--- src/rtl/inst_fetch_unit_if.sv ---
// Fetch-unit bus bundle: PC-unit inputs, instruction-memory handshake and decode handshake.
interface inst_fetch_unit_if;
    logic [31:0] PC;
    logic [1:0]  NPCOp;
    logic        imem_req;
    logic [31:0] imem_addr;
    logic        imem_ack;
    logic [31:0] imem_rdata;
    logic        instr_valid;
    logic [31:0] instr;
    logic [31:0] instr_pc;
    logic        dec_ready;
    logic        fetch_stall;

    // Fetch-unit side
    modport master (
        input  PC, NPCOp, imem_ack, imem_rdata, dec_ready,
        output imem_req, imem_addr, instr_valid, instr, instr_pc, fetch_stall
    );

    // Environment side: PC unit, instruction memory and decode
    modport slave (
        output PC, NPCOp, imem_ack, imem_rdata, dec_ready,
        input  imem_req, imem_addr, instr_valid, instr, instr_pc, fetch_stall
    );
endinterface

--- src/rtl/inst_fetch_unit.sv ---
// Instruction fetch unit: single-outstanding memory requests feeding a small
// circular instruction buffer, with redirect flush and discard of in-flight data.
module inst_fetch_unit #(
    parameter int unsigned BUF_DEPTH = 2
) (
    input  logic               clk,
    input  logic               PcReSet,
    inst_fetch_unit_if.master  bus
);
    localparam int unsigned PTR_W = (BUF_DEPTH > 1) ? $clog2(BUF_DEPTH) : 1;
    localparam int unsigned CNT_W = PTR_W + 1;
    localparam logic [CNT_W-1:0] DEPTH_C = CNT_W'(BUF_DEPTH);

    localparam logic [1:0] ST_IDLE = 2'b00;
    localparam logic [1:0] ST_REQ  = 2'b01;
    localparam logic [1:0] ST_DROP = 2'b10;
    localparam logic [1:0] NPC_SEQ = 2'b00;

    logic [1:0]       state;
    logic [1:0]       state_next;
    logic             req_q;
    logic             req_next;
    logic [31:0]      addr_q;
    logic [31:0]      addr_next;
    logic             flush;
    logic             has_room;
    logic             push;
    logic             pop;
    logic [PTR_W-1:0] rd_ptr;
    logic [PTR_W-1:0] wr_ptr;
    logic [CNT_W-1:0] count;
    logic [31:0]      buf_pc   [BUF_DEPTH];
    logic [31:0]      buf_word [BUF_DEPTH];

    // Next-state, request and buffer-control decode
    always_comb begin
        flush      = (bus.NPCOp != NPC_SEQ);
        has_room   = (count < DEPTH_C);
        pop        = (count != '0) && bus.dec_ready && !flush;
        state_next = state;
        req_next   = req_q;
        addr_next  = addr_q;
        push       = 1'b0;
        case (state)
            ST_IDLE: begin
                if (!flush && has_room) begin
                    req_next   = 1'b1;
                    addr_next  = bus.PC;
                    state_next = ST_REQ;
                end
            end
            ST_REQ: begin
                if (bus.imem_ack) begin
                    req_next   = 1'b0;
                    push       = !flush;
                    state_next = ST_IDLE;
                end else if (flush) begin
                    state_next = ST_DROP;
                end
            end
            ST_DROP: begin
                // in-flight data belongs to the squashed path; wait it out and discard
                if (bus.imem_ack) begin
                    req_next   = 1'b0;
                    state_next = ST_IDLE;
                end
            end
            default: begin
                req_next   = 1'b0;
                state_next = ST_IDLE;
            end
        endcase
    end

    // FSM state register
    always_ff @(posedge clk or posedge PcReSet) begin
        if (PcReSet) begin
            state <= ST_IDLE;
        end else begin
            state <= state_next;
        end
    end

    // Registered memory request and address
    always_ff @(posedge clk or posedge PcReSet) begin
        if (PcReSet) begin
            req_q  <= 1'b0;
            addr_q <= '0;
        end else begin
            req_q  <= req_next;
            addr_q <= addr_next;
        end
    end

    // Buffer pointers and occupancy; a flush wins over any push or pop
    always_ff @(posedge clk or posedge PcReSet) begin
        if (PcReSet) begin
            rd_ptr <= '0;
            wr_ptr <= '0;
            count  <= '0;
        end else if (flush) begin
            rd_ptr <= '0;
            wr_ptr <= '0;
            count  <= '0;
        end else begin
            if (push) begin
                wr_ptr <= wr_ptr + PTR_W'(1);
            end
            if (pop) begin
                rd_ptr <= rd_ptr + PTR_W'(1);
            end
            case ({push, pop})
                2'b10:   count <= count + CNT_W'(1);
                2'b01:   count <= count - CNT_W'(1);
                default: count <= count;
            endcase
        end
    end

    // Buffer storage; contents are only observable while count is non-zero
    always_ff @(posedge clk) begin
        if (push) begin
            buf_pc[wr_ptr]   <= addr_q;
            buf_word[wr_ptr] <= bus.imem_rdata;
        end
    end

    assign bus.imem_req    = req_q;
    assign bus.imem_addr   = addr_q;
    assign bus.instr_valid = (count != '0);
    assign bus.instr       = (count != '0) ? buf_word[rd_ptr] : '0;
    assign bus.instr_pc    = (count != '0) ? buf_pc[rd_ptr] : '0;
    assign bus.fetch_stall = !((state == ST_IDLE) && has_room) || flush;
endmodule
--- src/flat_wrapper.sv ---
// flat-port wrapper written by rule: the top's interface ports become plain ports
module inst_fetch_unit_flat 
#(
    parameter int unsigned BUF_DEPTH = 2
)
  (clk, PcReSet, bus_PC, bus_NPCOp, bus_imem_ack, bus_imem_rdata, bus_dec_ready, bus_imem_req, bus_imem_addr, bus_instr_valid, bus_instr, bus_instr_pc, bus_fetch_stall);
  inst_fetch_unit_if bus_i ();
  input  logic clk;
  input  logic PcReSet;
  input wire logic [$bits(bus_i.PC)-1:0] bus_PC;
  input wire logic [$bits(bus_i.NPCOp)-1:0] bus_NPCOp;
  input wire logic [$bits(bus_i.imem_ack)-1:0] bus_imem_ack;
  input wire logic [$bits(bus_i.imem_rdata)-1:0] bus_imem_rdata;
  input wire logic [$bits(bus_i.dec_ready)-1:0] bus_dec_ready;
  output wire logic [$bits(bus_i.imem_req)-1:0] bus_imem_req;
  output wire logic [$bits(bus_i.imem_addr)-1:0] bus_imem_addr;
  output wire logic [$bits(bus_i.instr_valid)-1:0] bus_instr_valid;
  output wire logic [$bits(bus_i.instr)-1:0] bus_instr;
  output wire logic [$bits(bus_i.instr_pc)-1:0] bus_instr_pc;
  output wire logic [$bits(bus_i.fetch_stall)-1:0] bus_fetch_stall;
  assign bus_i.PC = bus_PC;
  assign bus_i.NPCOp = bus_NPCOp;
  assign bus_i.imem_ack = bus_imem_ack;
  assign bus_i.imem_rdata = bus_imem_rdata;
  assign bus_i.dec_ready = bus_dec_ready;
  assign bus_imem_req = bus_i.imem_req;
  assign bus_imem_addr = bus_i.imem_addr;
  assign bus_instr_valid = bus_i.instr_valid;
  assign bus_instr = bus_i.instr;
  assign bus_instr_pc = bus_i.instr_pc;
  assign bus_fetch_stall = bus_i.fetch_stall;
  inst_fetch_unit #(.BUF_DEPTH(BUF_DEPTH)) u_core (.clk(clk), .PcReSet(PcReSet), .bus(bus_i));
endmodule
--- config.mk ---
export PLATFORM = sky130hd
export DESIGN_NAME = inst_fetch_unit_flat
export DESIGN_NICKNAME = d
export VERILOG_FILES = /design/src/rtl/inst_fetch_unit_if.sv /design/src/rtl/inst_fetch_unit.sv /design/src/flat_wrapper.sv
export SDC_FILE = /design/constraint.sdc
export NUM_CORES = 1
export LEC_CHECK = 0
export ABC_AREA = 1
export BUFFER_PORTS_ARGS = -buffer_cell sky130_fd_sc_hd__buf_2
export CELL_PAD_IN_SITES_DETAIL_PLACEMENT = 1
export CELL_PAD_IN_SITES_GLOBAL_PLACEMENT = 1
export CORE_UTILIZATION = 37
export DETAILED_ROUTE_END_ITERATION = 7
export HOLD_SLACK_MARGIN = 0.03
export PLACE_DENSITY_LB_ADDON = 0.3
export SLEW_MARGIN = 40
export SYNTH_ARGS = -nofsm -noshare
export SYNTH_HDL_FRONTEND = slang
export SYNTH_SLANG_ARGS = --single-unit
--- constraint.sdc ---
create_clock -name clk -period 3.7 [get_ports clk]
set_input_delay 0.185 -clock clk [delete_from_list [all_inputs] [get_ports clk]]
set_output_delay 0.185 -clock clk [all_outputs]
set_load 0.02 [all_outputs]
# Word level (Yosys, flattened, before mapping)
# Memory sizes are Yosys's and may differ from the RTL's.
# Index checks and enable logic that the tools add are counted.
# totals
out_inout_bits	99
mem_bits_rw	128
mem_count	2
ff_bits	39
# mem_list
name	words	word_bits	read_ports	rd_ports_with_merged_regs	write_ports	line	text
u_core.buf_pc	2	32	1	0	1	inst_fetch_unit.sv:32	logic [31:0] buf_pc [BUF_DEPTH];
u_core.buf_word	2	32	1	0	1	inst_fetch_unit.sv:33	logic [31:0] buf_word [BUF_DEPTH];
# op_classes
n_reduce_logical	17
n_addsub	4
magnitude_cmp	1
n_mux	20
n_eq_ne	8
# op_table
cell	n
two-way mux 32 bit	2
two-way mux 1 bit	10
two-way mux 2 bit	5
nonzero test 2 bit	4
case mux 2 bit (3 select lines)	1
== test 2 x 1 -> 1 bit, second input constant	2
== test 2 bit, second input constant	2
logical AND 1 bit	4
inequality test 2 x 1 -> 1 bit, second input constant	2
case mux 2 bit (2 select lines)	1
AND reduction 2 bit	2
inequality test 3 x 2 -> 1 bit, second input constant	1
AND reduction 3 bit	1
nonzero test 3 bit	1
adder 1 bit, second input constant	2
adder 2 x 1 -> 2 bit, second input constant	1
zero test 1 bit	2
zero test 2 bit	1
less-than comparator 2 bit, second input constant	1
inequality test 2 bit, second input constant	1
case mux 1 bit (2 select lines)	1
OR reduction 2 bit	1
subtractor 2 x 1 -> 2 bit, second input constant	1
logical OR 1 bit	1

# Logic depth before layout (Yosys ltp)
# Gate-level depths: netlist (run 1).
# logic_depth
ltp_word	7
ltp_mapped	9
mapped_depth_nobuf	9

# Worst setup path before layout (run 1)
# Ideal clock, no wire load.
# synth_path
path_kind	register to register
start	register u_core.state[1]
end	memory u_core.buf_pc[0][0], enable pin
t_required_ns	3.213
path_stages_with_launch	5
setup_slack_ns	-0.256
arrival_ns	3.470
n_path_buf	0
cell_sequence	dfrtp_1 > inv_1 > ha_1 > nand3_1 > nor2_1
# synth_via
elab_chain_cells	4
# synth_lines
item	line	text
start, declared	inst_fetch_unit.sv:19	logic [1:0] state;
start signal, assigned	inst_fetch_unit.sv:80	state <= state_next;
== test 2 x 1 -> 1 bit	inst_fetch_unit.sv:44	case (state)
two-way mux 1 bit	inst_fetch_unit.sv:44	
two-way mux 1 bit	inst_fetch_unit.sv:122	if (push) begin
two-way mux 1 bit (not written as such)	inst_fetch_unit.sv:123	buf_pc[wr_ptr] <= addr_q;
end, declared	inst_fetch_unit.sv:32	
# No other way between the ends.

# Worst setup path in the final report (run 1)
# layout_path
start	register u_core.state[0]
end	output bus_fetch_stall
# layout_via
elab_chain_cells	4
# layout_lines
item	line	text
zero test 2 bit	inst_fetch_unit.sv:133	assign bus.fetch_stall = !((state == ST_IDLE) && has_room) || flush;
logical AND 1 bit	inst_fetch_unit.sv:133	
zero test 1 bit	inst_fetch_unit.sv:133	
logical OR 1 bit	inst_fetch_unit.sv:133	
end, declared	flat_wrapper.sv:20	output wire logic [$bits(bus_i.fetch_stall)-1:0] bus_fetch_stall;
# No other way between the ends.

==> run_results.csv, run 1 <==
group,metric,value,unit
floorplan,initial_core_util,37.9,%
timing,slew-limit-headroom,50.0,%
timing,report.final.slew_viol_count,0,
power,comb_power_share,19.3,%
logic_synthesis,syn-num-nets,614,
power,swShare,30.4,%
worst_setup_path,crit_chain,"inv_1 -> ha_1 -> nand3_2 -> buf_4 -> buf_2",
finish,final_cell_mix,"nand2_1, buf_2, edfxtp_1",
global_route,grt_pass1_wl,25.3,mm
clock_network,clock-sinks,167,
floorplan,core_area,0.0173,mm²
timing,finalHoldViolCount,0,
min_path,hold_start,"bus_PC[29]",
power,pwr_density_cell,597,mW/mm²
floorplan,dieHeight,135,µm
floorplan,ioPinCount,169,
clock_network,ctsLongestPathBuffers,2,
worst_setup_path,cp.buffers_inverters,3,
place,gp_congestion,0.773,
worst_setup_path,critPathSlowestCell,"nand3_2",
timing,fin_crit_sh,72.9,%
finish,layout.nets,843,
floorplan,die_w,135,µm
detailed_routing,wl,16.1,mm
logic_synthesis,synth.distinct_cells,21,
detailed_routing,vias,4735,
power,power.internal,3.65,mW
place,port_buffers,168,
run_status,status,"completed",
clock_network,path_clk_slew,0.06,ns
power,switching_power,1.59,mW
place,dp_hpwl,9.94,mm
worst_setup_path,r2r-end,"u_core.buf_pc[0][25]",
worst_setup_path,cp.arrival,2.51,ns
worst_setup_path,worstPathRequired,3.51,ns
power,finalPower,5.25,mW
worst_setup_path,r2r-start,"u_core.state[1]",
finish,fin_area,0.00879,mm²
timing,setup-violations-final,0,
clock_network,cts_root_buffer,"clkbuf_16",
min_path,min_to,"u_core.bus.imem_addr[29]",
timing,rsz0062_at_grt,"false",
worst_setup_path,start_kind,"flip-flop",
global_route,antenna_found_initial,0,
worst_setup_path,worstSetupPathType,"reg -> out",
worst_setup_path,reg2regPathDepth,5,
logic_synthesis,yosysWarnings,0,
timing,final.setup.tns,0,ns
global_route,grt_max_degree,66,
worst_setup_path,crit_family,"buffers and inverters",
global_route,grt_pass1_vias,4938,
finish,layout_commonest_cell,"nand2_1",
floorplan,die_area,0.0183,mm²
finish,diodes,0,
clock_network,h-tree-depth,4,
power,p_leak,3.86,nW
clock_network,numCtsBuffers,17,
logic_synthesis,ys_seq_area_share,73.4,%
logic_synthesis,netlist_instances,539,
run,cap_viol_max_count,0,
detailed_routing,ant_nets,0,
timing,fin_skew,0.00856,ns
timing,fin_crit,2.70,ns
worst_setup_path,startpoint,"u_core.state[0]",
detailed_routing,drt_pre_antenna_iters,4,
power,ir_worst_vdd,0.000342,V
power,p_seq_share,49.2,%
global_route,grt-ovfl-total,0,
min_path,whs_path_depth,3,
worst_setup_path,cp_max_fo,37,
detailed_routing,remaining_drc_errors,0,
clock_network,post_cts_buffers,0,
min_path,min_path_type,"in -> reg",
worst_setup_path,endpoint_kind,"primary output",
place,placed_cell_area,0.00761,mm²
finish,drive_gt1_share,30.1,%
detailed_routing,viasPerCell,4.71,
finish,synthToLayoutAreaGrowth,33.9,%
detailed_routing,drtIter0Drc,214,
logic_synthesis,netlist_area,0.00656,mm²
logic_synthesis,syn_area_per_cell,12.2,µm²
timing,fmax,371,MHz
floorplan,fp-row-count,48,
timing,worstMarginPinSlew,0.749,ns
worst_setup_path,critPathMaxStageDelay,0.59,ns
clock_network,cts_tree,"yes",
clock_network,clk_latency,0.42,ns
power,pwr-share-clk,31.5,%
logic_synthesis,ys_ff_latch,167,
detailed_routing,post_drt_wl_per_cell,16.0,µm
global_route,grt.total_usage,18.4,%
worst_setup_path,reg2reg_slack,1.44,ns
-- worst max path at each step --
stage               cells after the start                     end
global route                            5         bus_fetch_stall
floorplan                               4     u_core.buf_pc[0][0]
finish                                  5         bus_fetch_stall
global placement                        5  u_core.buf_word[0][22]
CTS                                     5         bus_fetch_stall
detailed placement                      5  u_core.buf_word[1][12]
-- layout make-up --
cell class | count | area (µm²)
Inverter | 45 | 174
Sequential cell | 167 | 4820
Fill cell | 1870 | 8510
Timing Repair Buffer | 236 | 1530
Multi-Input combinational cell | 301 | 1430
Clock buffer | 17 | 425
Clock inverter | 15 | 126
Tap cell | 225 | 282
-- worst register-to-register path: cells and delay by family, from the launching register on --
family	cells	cell delay (ns)
flip-flops	1	0.41
adder cells (fa/ha/maj)	1	0.19
buffers and inverters	2	0.45
AND/OR/NAND/NOR	2	0.82
-- stage by stage --
step	hold slack [ns]	worst slack (ns)	utilization (%)	instances
floorplan	0.284	-0.256	-	539
global placement	0.375	1.51	44.0	911
detailed placement	0.282	1.41	44.0	911
CTS	0.0337	0.969	50.8	1006
global route	0.0368	0.865	50.8	1006
finish	0.0370	1.00	50.8	1006
-- timing repair --
action                                 4_1_cts  5_1_grt
resized for setup                            0        0
hold buffers                                63        0
endpoints found under the hold margin      133        0
setup endpoints to repair                    0        0
-- synthesized netlist by cell type --
cell type,instances,share of area [%]
nand2_1,180,10
edfxtp_1,128,59
a21oi_1,64,4.9
inv_1,43,2.5
dfrtp_1,39,15
o21ai_2,22,2.9
buf_2,13,0.99
o21ai_1,8,0.61
buf_6,6,1.0
clkbuf_1,6,0.34
nor2_1,6,0.34
ha_1,5,0.95
nand3_1,5,0.38
o21ai_0,5,0.38
inv_2,2,0.11
nand4_1,2,0.19
buf_4,1,0.11
nand2_2,1,0.095
nand3_2,1,0.15
nor2_4,1,0.17
xor2_1,1,0.13
-- state kept, by name, indices dropped and copies added, names as in the netlist --
signal and cells:
u_core.bus.imem_addr 32, u_core.rd_ptr 1, u_core.count 2, u_core.bus.imem_req 1, u_core.buf_pc 64, u_core.state 2, u_core.buf_word 64, u_core.wr_ptr 1
-- cell families (layout without fill, tap and decap cells) --
| logic type | after synthesis | count (layout) | share of synthesized area, % |
|---|---|---|---|
| simple gates | 196 | 196 | 11.6 |
| flops | 167 | 167 | 73.4 |
| compound gates | 99 | 99 | 8.81 |
| buf+inv | 71 | 313 | 5.05 |
| fa+ha+maj | 5 | 5 | 0.953 |
| xor+xnor | 1 | 1 | 0.133 |
-- routing by layer --
layer  routed length (µm)  vias up  GRT usage (%)  share of wire (%)
met5                    0        -              0                  0
met4                  391        0           8.11                2.4
met3                  769       29           4.19                4.8
met2                 7980      138           30.9                 49
met1                 7000     2299           22.5                 43
li1                     -     2269              -                  -
-- power groups by stage --
stage / logic, mW / registers (mW) / clock network, mW
after floorplan: 0.427 / 2.77 / 0
after global placement: 0.924 / 2.59 / 0
after detailed placement: 0.965 / 2.62 / 0
after CTS: 1.02 / 2.58 / 1.70
after global routing: 1.11 / 2.62 / 1.75
final: 1.01 / 2.58 / 1.65
Power figures use the tool's default switching activity.
==> inputs of run 2 (changes only) <==
--- a/config.mk
+++ b/config.mk
@@ -5,11 +5,11 @@
 export SDC_FILE = /design/constraint.sdc
 export NUM_CORES = 1
 export LEC_CHECK = 0
-export ABC_AREA = 1
+export ABC_AREA = 0
 export BUFFER_PORTS_ARGS = -buffer_cell sky130_fd_sc_hd__buf_2
 export CELL_PAD_IN_SITES_DETAIL_PLACEMENT = 1
 export CELL_PAD_IN_SITES_GLOBAL_PLACEMENT = 1
-export CORE_UTILIZATION = 37
+export CORE_UTILIZATION = 43
 export DETAILED_ROUTE_END_ITERATION = 7
 export HOLD_SLACK_MARGIN = 0.03
 export PLACE_DENSITY_LB_ADDON = 0.3
==> constraint.sdc (replaced) <==
create_clock -name clk -period 2.8 [get_ports clk]
set_input_delay 0.14 -clock clk [delete_from_list [all_inputs] [get_ports clk]]
set_output_delay 0.14 -clock clk [all_outputs]
set_load 0.02 [all_outputs]
==> run 2 against run 1 <==
Compared with the run above: sequential power is 33% higher; utilization is 9.5 points higher; clock-buffer cell count is 1 higher; routed wire length is 11% lower; sequential share of layout area is 0.17 points higher; global-route usage is 1.1 points higher; sequential cell count stayed put; first-iteration DRC count is 26% lower; cell count is 18% lower; synthesized area is 2.1% lower; power is 35% higher; critical path type unchanged; largest power group unchanged.
==> run_results.csv, run 2 <==
group,metric,value,unit
power,pwr-share-clk,32.5,%
finish,nFillCells,1397,
detailed_routing,ant_nets,0,
run_status,status,"completed",
finish,finalCoreUtilization,60.3,%
global_route,grt-ovfl-total,0,
logic_synthesis,ys_ff_latch,167,
logic_synthesis,synthMostInstantiatedCell,"edfxtp_1",
power,power.internal,5.12,mW
finish,diodes,0,
worst_setup_path,cp.buffers_inverters,5,
worst_setup_path,critPathMaxStageDelay,0.42,ns
logic_synthesis,synth_edf_count,128,
timing,hold_slack,0.0598,ns
clock_network,cts_tree,"yes",
timing,fmax,439,MHz
power,switching_power,1.95,mW
place,dp_hpwl,9.19,mm
floorplan,dieHeight,124,µm
logic_synthesis,synthArstFlopShare,23.4,%
timing,final.setup.tns,0,ns
floorplan,initial_core_util,44.2,%
floorplan,die_area,0.0154,mm²
detailed_routing,post_drt_wl_per_cell,17.3,µm
clock_network,cts_root_buffer,"clkbuf_16",
worst_setup_path,cp.arrival,2.14,ns
logic_synthesis,yosysWarnings,0,
finish,synthToLayoutAreaGrowth,36.4,%
timing,worstMarginPinSlew,0.676,ns
global_route,grt.total_usage,19.4,%
power,p_leak,3.45,nW
worst_setup_path,critPathSlowestCell,"buf_4",
timing,finalHoldViolCount,0,
clock_network,clock-sinks,167,
power,p_seq_share,48.7,%
run,cap_viol_max_count,0,
power,pwr_density_cell,806,mW/mm²
logic_synthesis,synthTopCellsByArea,"edfxtp_1, dfrtp_1, mux2i_1",
clock_network,path_clk_slew,0.06,ns
detailed_routing,wl,14.3,mm
global_route,grt_pass1_wl,22.7,mm
clock_network,cts-resized-gates,0,
power,ir_worst_vdd,0.000549,V
logic_synthesis,synthFlopType,"edfxtp_1",
power,finalPower,7.07,mW
logic_synthesis,synth.largest_area_cell,"edfxtp_1",
timing,rsz0062_at_grt,"false",
logic_synthesis,netlist_instances,385,
power,swShare,27.6,%
global_route,grt_pass1_vias,4360,
worst_setup_path,endpoint_kind,"primary output",
detailed_routing,viasPerCell,4.87,
finish,multi_input_area,0.00151,mm²
detailed_routing,vias,4026,
floorplan,core_area,0.0145,mm²
finish,layout_commonest_cell,"buf_2",
timing,fin_crit,2.28,ns
min_path,min_path_type,"in -> reg",
power,comb_power_share,18.8,%
floorplan,fp-row-count,44,
clock_network,ctsLongestPathBuffers,2,
global_route,antenna_found_initial,0,
finish,seq_area,0.00482,mm²
worst_setup_path,start_kind,"flip-flop",
clock_network,numCtsBuffers,17,
place,gp_congestion,0.785,
timing,fin_crit_sh,81.3,%
worst_setup_path,crit_family,"buffers and inverters",
logic_synthesis,netlist_top_cells_count,"edfxtp_1, nor2_1, mux2i_1",
worst_setup_path,cp_max_fo,28,
timing,setup-violations-final,0,
clock_network,h-tree-depth,4,
worst_setup_path,cp_common_cell,"inv_1",
logic_synthesis,synth_top_area_share,59.8,%
finish,fin_area,0.00877,mm²
floorplan,die_w,124,µm
logic_synthesis,syn-num-nets,460,
clock_network,ctsHoldBuffers,66,
logic_synthesis,netlist_area,0.00643,mm²
place,placed_cell_area,0.00752,mm²
logic_synthesis,synth.distinct_cells,24,
worst_setup_path,crit_chain,"inv_1 -> ha_1 -> inv_1 -> nor3_4 -> buf_4 -> inv_1 -> buf_2",
timing,slew-limit-headroom,54.8,%
worst_setup_path,reg2reg_slack,0.75,ns
detailed_routing,drtIter0Drc,159,
detailed_routing,remaining_drc_errors,0,
worst_setup_path,worstPathRequired,2.66,ns
clock_network,clk_latency,0.42,ns
timing,fin_skew,0.00648,ns
clock_network,post_cts_buffers,0,
place,port_buffers,168,
worst_setup_path,worstSetupPathType,"reg -> out",
logic_synthesis,syn_area_per_cell,16.7,µm²
floorplan,ioPinCount,169,
detailed_routing,drt_pre_antenna_iters,4,
finish,layout.nets,704,
logic_synthesis,ys_seq_area_share,75.0,%
finish,drive_gt1_share,38.0,%
timing,report.final.slew_viol_count,0,
global_route,grt_max_degree,40,
finish,final_cell_mix,"buf_2, edfxtp_1, nor2_1",
==> run 2: cell count changes in the layout (fill, tap and decap cells not counted), sizes merged, moves of 6 or more <==
cell   previous run  this run
inv              49         6
nand2           181         1
mux2              0        33
a21oi            64         3
nor2              7        71
o21ai            35         2
mux2i             0        65
nand3             6         0
==> run 2: power by group through the flow <==
stage	clock network (mW)	logic [mW]	registers (mW)
global placement	0	1.22	3.45
detailed placement	0	1.27	3.50
floorplan	0	0.515	3.72
global route	2.45	1.43	3.50
finish	2.29	1.33	3.44
CTS	2.34	1.34	3.45
==> run 2: path summary, 6_finish.rpt <==
| path | end | cells past startpoint | start |
|---|---|---|---|
| setup / recovery | bus_fetch_stall | 7 | u_core.state[0] |
| hold / removal | u_core.bus.imem_req | 4 | bus_NPCOp[0] |
| setup reg to reg | u_core.count[1] | 7 | u_core.state[1] |
| hold reg to reg | u_core.buf_pc[0][30] | 0 | u_core.bus.imem_addr[30] |
| max in group asynchronous | u_core.bus.imem_addr[29] | 4 | PcReSet |
| min in group asynchronous | u_core.state[0] | 3 | PcReSet |
==> run 2: metal layers <==
layer / track usage (%) / vias to the layer above / share of wire [%]
met5: 0 / - / 0
met4: 9.78 / 0 / 2.7
met3: 5.63 / 30 / 5.9
met2: 32.2 / 145 / 50
met1: 23.1 / 1961 / 42
li1: - / 1890 / -
==> run 2: final cells by class <==
class	instances	area share, %
flip-flops and latches	167	55.0
clock inverters	14	1.81
inverters	7	0.300
well taps	184	2.63
clock buffers	18	4.90
repair buffers	243	18.2
multi-input cells	193	17.2
==> run 2: logic make-up (layout without fill, tap and decap cells) <==
family | count (synthesis) | in the layout | share of synthesized area (%)
flops | 167 | 167 | 75.0
mux | 98 | 98 | 15.9
simple gates | 80 | 80 | 5.12
buf+inv | 25 | 282 | 1.97
compound gates | 6 | 6 | 0.525
fa+ha+maj | 5 | 5 | 0.973
xor+xnor | 4 | 4 | 0.545
==> run 2: per-stage QoR <==
stage	setup WS [ns]	instances
after floorplan	-0.297	385
after global placement	0.822	728
after detailed placement	0.745	728
after CTS	0.457	826
after global routing	0.299	826
final	0.524	826
==> run 2: worst min-delay path, delay by kind of cell <==
| kind | cells | cell delay (ns) |
|---|---|---|
| buffers and inverters | 1 | 0.09 |
| AO/OA/AOI/OAI | 2 | 0.17 |
| AND/OR/NAND/NOR | 1 | 0.05 |
==> inputs of run 3 (changes only) <==
--- a/config.mk
+++ b/config.mk
@@ -5,11 +5,11 @@
 export SDC_FILE = /design/constraint.sdc
 export NUM_CORES = 1
 export LEC_CHECK = 0
-export ABC_AREA = 0
+export ABC_AREA = 1
 export BUFFER_PORTS_ARGS = -buffer_cell sky130_fd_sc_hd__buf_2
 export CELL_PAD_IN_SITES_DETAIL_PLACEMENT = 1
 export CELL_PAD_IN_SITES_GLOBAL_PLACEMENT = 1
-export CORE_UTILIZATION = 43
+export CORE_UTILIZATION = 41
 export DETAILED_ROUTE_END_ITERATION = 7
 export HOLD_SLACK_MARGIN = 0.03
 export PLACE_DENSITY_LB_ADDON = 0.3
==> constraint.sdc (replaced) <==
create_clock -name clk -period 2.2 [get_ports clk]
set_input_delay 0.11 -clock clk [delete_from_list [all_inputs] [get_ports clk]]
set_output_delay 0.11 -clock clk [all_outputs]
set_load 0.02 [all_outputs]
==> run 3 against run 2 <==
Compared with the run above: register-to-register slack got worse by 0.32 ns; non-clock buffer count shrank 1; die area rose by 7.0%; utilization shrank 2.9 points; power up 24%; hold slack better by 0.014 ns.
==> run_results.csv, run 3 (synthesis results as in run 1) <==
group,metric,value,unit
place,port_buffers,168,
clock_network,cts_root_buffer,"clkbuf_16",
power,finalPower,8.80,mW
power,pwr_density_cell,993,mW/mm²
detailed_routing,post_drt_wl_per_cell,17.7,µm
worst_setup_path,r2r-end,"u_core.buf_pc[0][15]",
finish,layout_commonest_cell,"nand2_1",
finish,layout.nets,849,
clock_network,clk_latency,0.42,ns
floorplan,ioPinCount,169,
floorplan,die_area,0.0165,mm²
power,power.internal,6.13,mW
worst_setup_path,startpoint,"u_core.state[1]",
power,p_seq_share,49.6,%
power,comb_power_share,20.0,%
worst_setup_path,reg2reg_slack,0.43,ns
detailed_routing,drtIter0Drc,254,
worst_setup_path,start_kind,"flip-flop",
global_route,grt_max_degree,66,
worst_setup_path,r2r-start,"u_core.state[1]",
worst_setup_path,worstPathRequired,2.09,ns
power,swShare,30.3,%
global_route,grt-ovfl-total,0,
clock_network,h-tree-depth,4,
timing,final.setup.tns,0,ns
timing,report.final.slew_viol_count,0,
floorplan,initial_core_util,42.5,%
detailed_routing,remaining_drc_errors,0,
place,dp_hpwl,10.1,mm
finish,synthToLayoutAreaGrowth,35.0,%
detailed_routing,viasPerCell,4.87,
finish,drive_gt1_share,29.5,%
detailed_routing,ant_nets,0,
worst_setup_path,worstSetupPathType,"reg -> out",
detailed_routing,vias,4856,
finish,diodes,0,
timing,fin_crit,2.07,ns
global_route,grt_pass1_vias,5289,
run_status,status,"completed",
worst_setup_path,cp.arrival,1.96,ns
clock_network,post_cts_buffers,0,
place,place_inst,899,
floorplan,dieHeight,129,µm
timing,finalHoldViolCount,0,
timing,rsz0062_at_grt,"false",
timing,fin_skew,0.00582,ns
timing,setup-violations-final,0,
global_route,antenna_found_initial,0,
clock_network,cts_tree,"yes",
finish,fin_cells,998,
floorplan,fp-row-count,45,
floorplan,die_w,129,µm
global_route,grt_pass1_wl,27.5,mm
worst_setup_path,reg2regPathDepth,5,
global_route,grt.total_usage,22.5,%
clock_network,clock-sinks,167,
detailed_routing,wl,17.7,mm
floorplan,core_area,0.0154,mm²
power,p_leak,3.89,nW
power,pwr-share-clk,30.4,%
timing,fmax,482,MHz
run,cap_viol_max_count,0,
clock_network,ctsLongestPathBuffers,2,
timing,worstMarginPinSlew,0.529,ns
finish,final_cell_mix,"nand2_1, buf_2, edfxtp_1",
timing,slew-limit-headroom,64.7,%
worst_setup_path,endpoint_kind,"primary output",
power,ir_worst_vdd,0.000596,V
clock_network,path_clk_slew,0.06,ns
timing,fin_crit_sh,94.3,%
place,gp_congestion,0.701,
clock_network,numCtsBuffers,17,
worst_setup_path,critPathCapture,"bus_fetch_stall",
worst_setup_path,cp_max_fo,57,
min_path,min_path_type,"in -> reg",
detailed_routing,drt_pre_antenna_iters,5,
power,switching_power,2.67,mW
min_path,hold_start,"bus_NPCOp[1]",
## run 3: changes by cell type in the layout (fill, tap and decap cells not counted), sizes merged, moves of 3 or more
cell,change
a21oi,+61
mux2i,-65
nand2b,-3
o21ai,+33
nand2,+180
nor2,-64
nand3,+6
inv,+39
mux2,-33
## run 3: how the worst min path moves through the flow
stage / to / slack [ns] / cells past startpoint
finish: u_core.wr_ptr / 0.07 / 4
global route: u_core.wr_ptr / 0.08 / 4
CTS: u_core.state[1] / 0.06 / 4
detailed placement: u_core.bus.imem_addr[22] / 0.21 / 2
global placement: u_core.buf_word[0][8] / 0.31 / 1
floorplan: u_core.buf_word[0][0] / 0.21 / 0
## run 3: routing by layer
layer	vias to the layer above	track usage [%]	share of wire, %
met5	-	0	0
met4	0	7.54	1.5
met3	25	6.07	6.2
met2	153	40.7	52
met1	2397	25.7	40
li1	2281	-	-
## run 3: power by group through the flow
stage | registers [mW] | clock network, mW | logic [mW]
floorplan | 4.65 | 0 | 0.734
global placement | 4.36 | 0 | 1.58
finish | 4.36 | 2.68 | 1.76
global route | 4.41 | 2.85 | 1.91
CTS | 4.37 | 2.73 | 1.77
detailed placement | 4.41 | 0 | 1.66
## run 3: layout make-up
cell class                      count  area, µm²
Clock inverter                     13       88.8
Inverter                           45        171
Timing Repair Buffer              242       1640
Multi-Input combinational cell    301       1440
Fill cell                        1659       6570
Sequential cell                   167       4820
Tap cell                          211        264
Clock buffer                       19        433
## run 3: timing repair
action | 4_1_cts | 5_1_grt
hold endpoints to repair | 136 | 0
resized for setup | 0 | 1
setup endpoints to repair | 0 | 5
hold buffers | 67 | 0
## run 3: metrics by stage
step | cell area (µm²) | setup WS (ns) | hold slack, ns | utilization [%]
6_report | 8860 | 0.126 | 0.0742 | 57.4
5_1_grt | 8860 | 0.0256 | 0.0828 | 57.4
4_1_cts | 8860 | 0.0933 | 0.0574 | 57.4
3_5_place_dp | 7660 | 0.432 | 0.213 | 49.7
3_3_place_gp | 7660 | 0.529 | 0.307 | 49.7
2_1_floorplan | 6590 | 0.00844 | 0.209 | -
## run 3: critical path: stages, from the launching register on
cell and delay, ns:
dfrtp_1 0.40, inv_1 0.13, ha_1 0.23, nand3_2 0.25
buf_12 0.28, buf_2 0.20
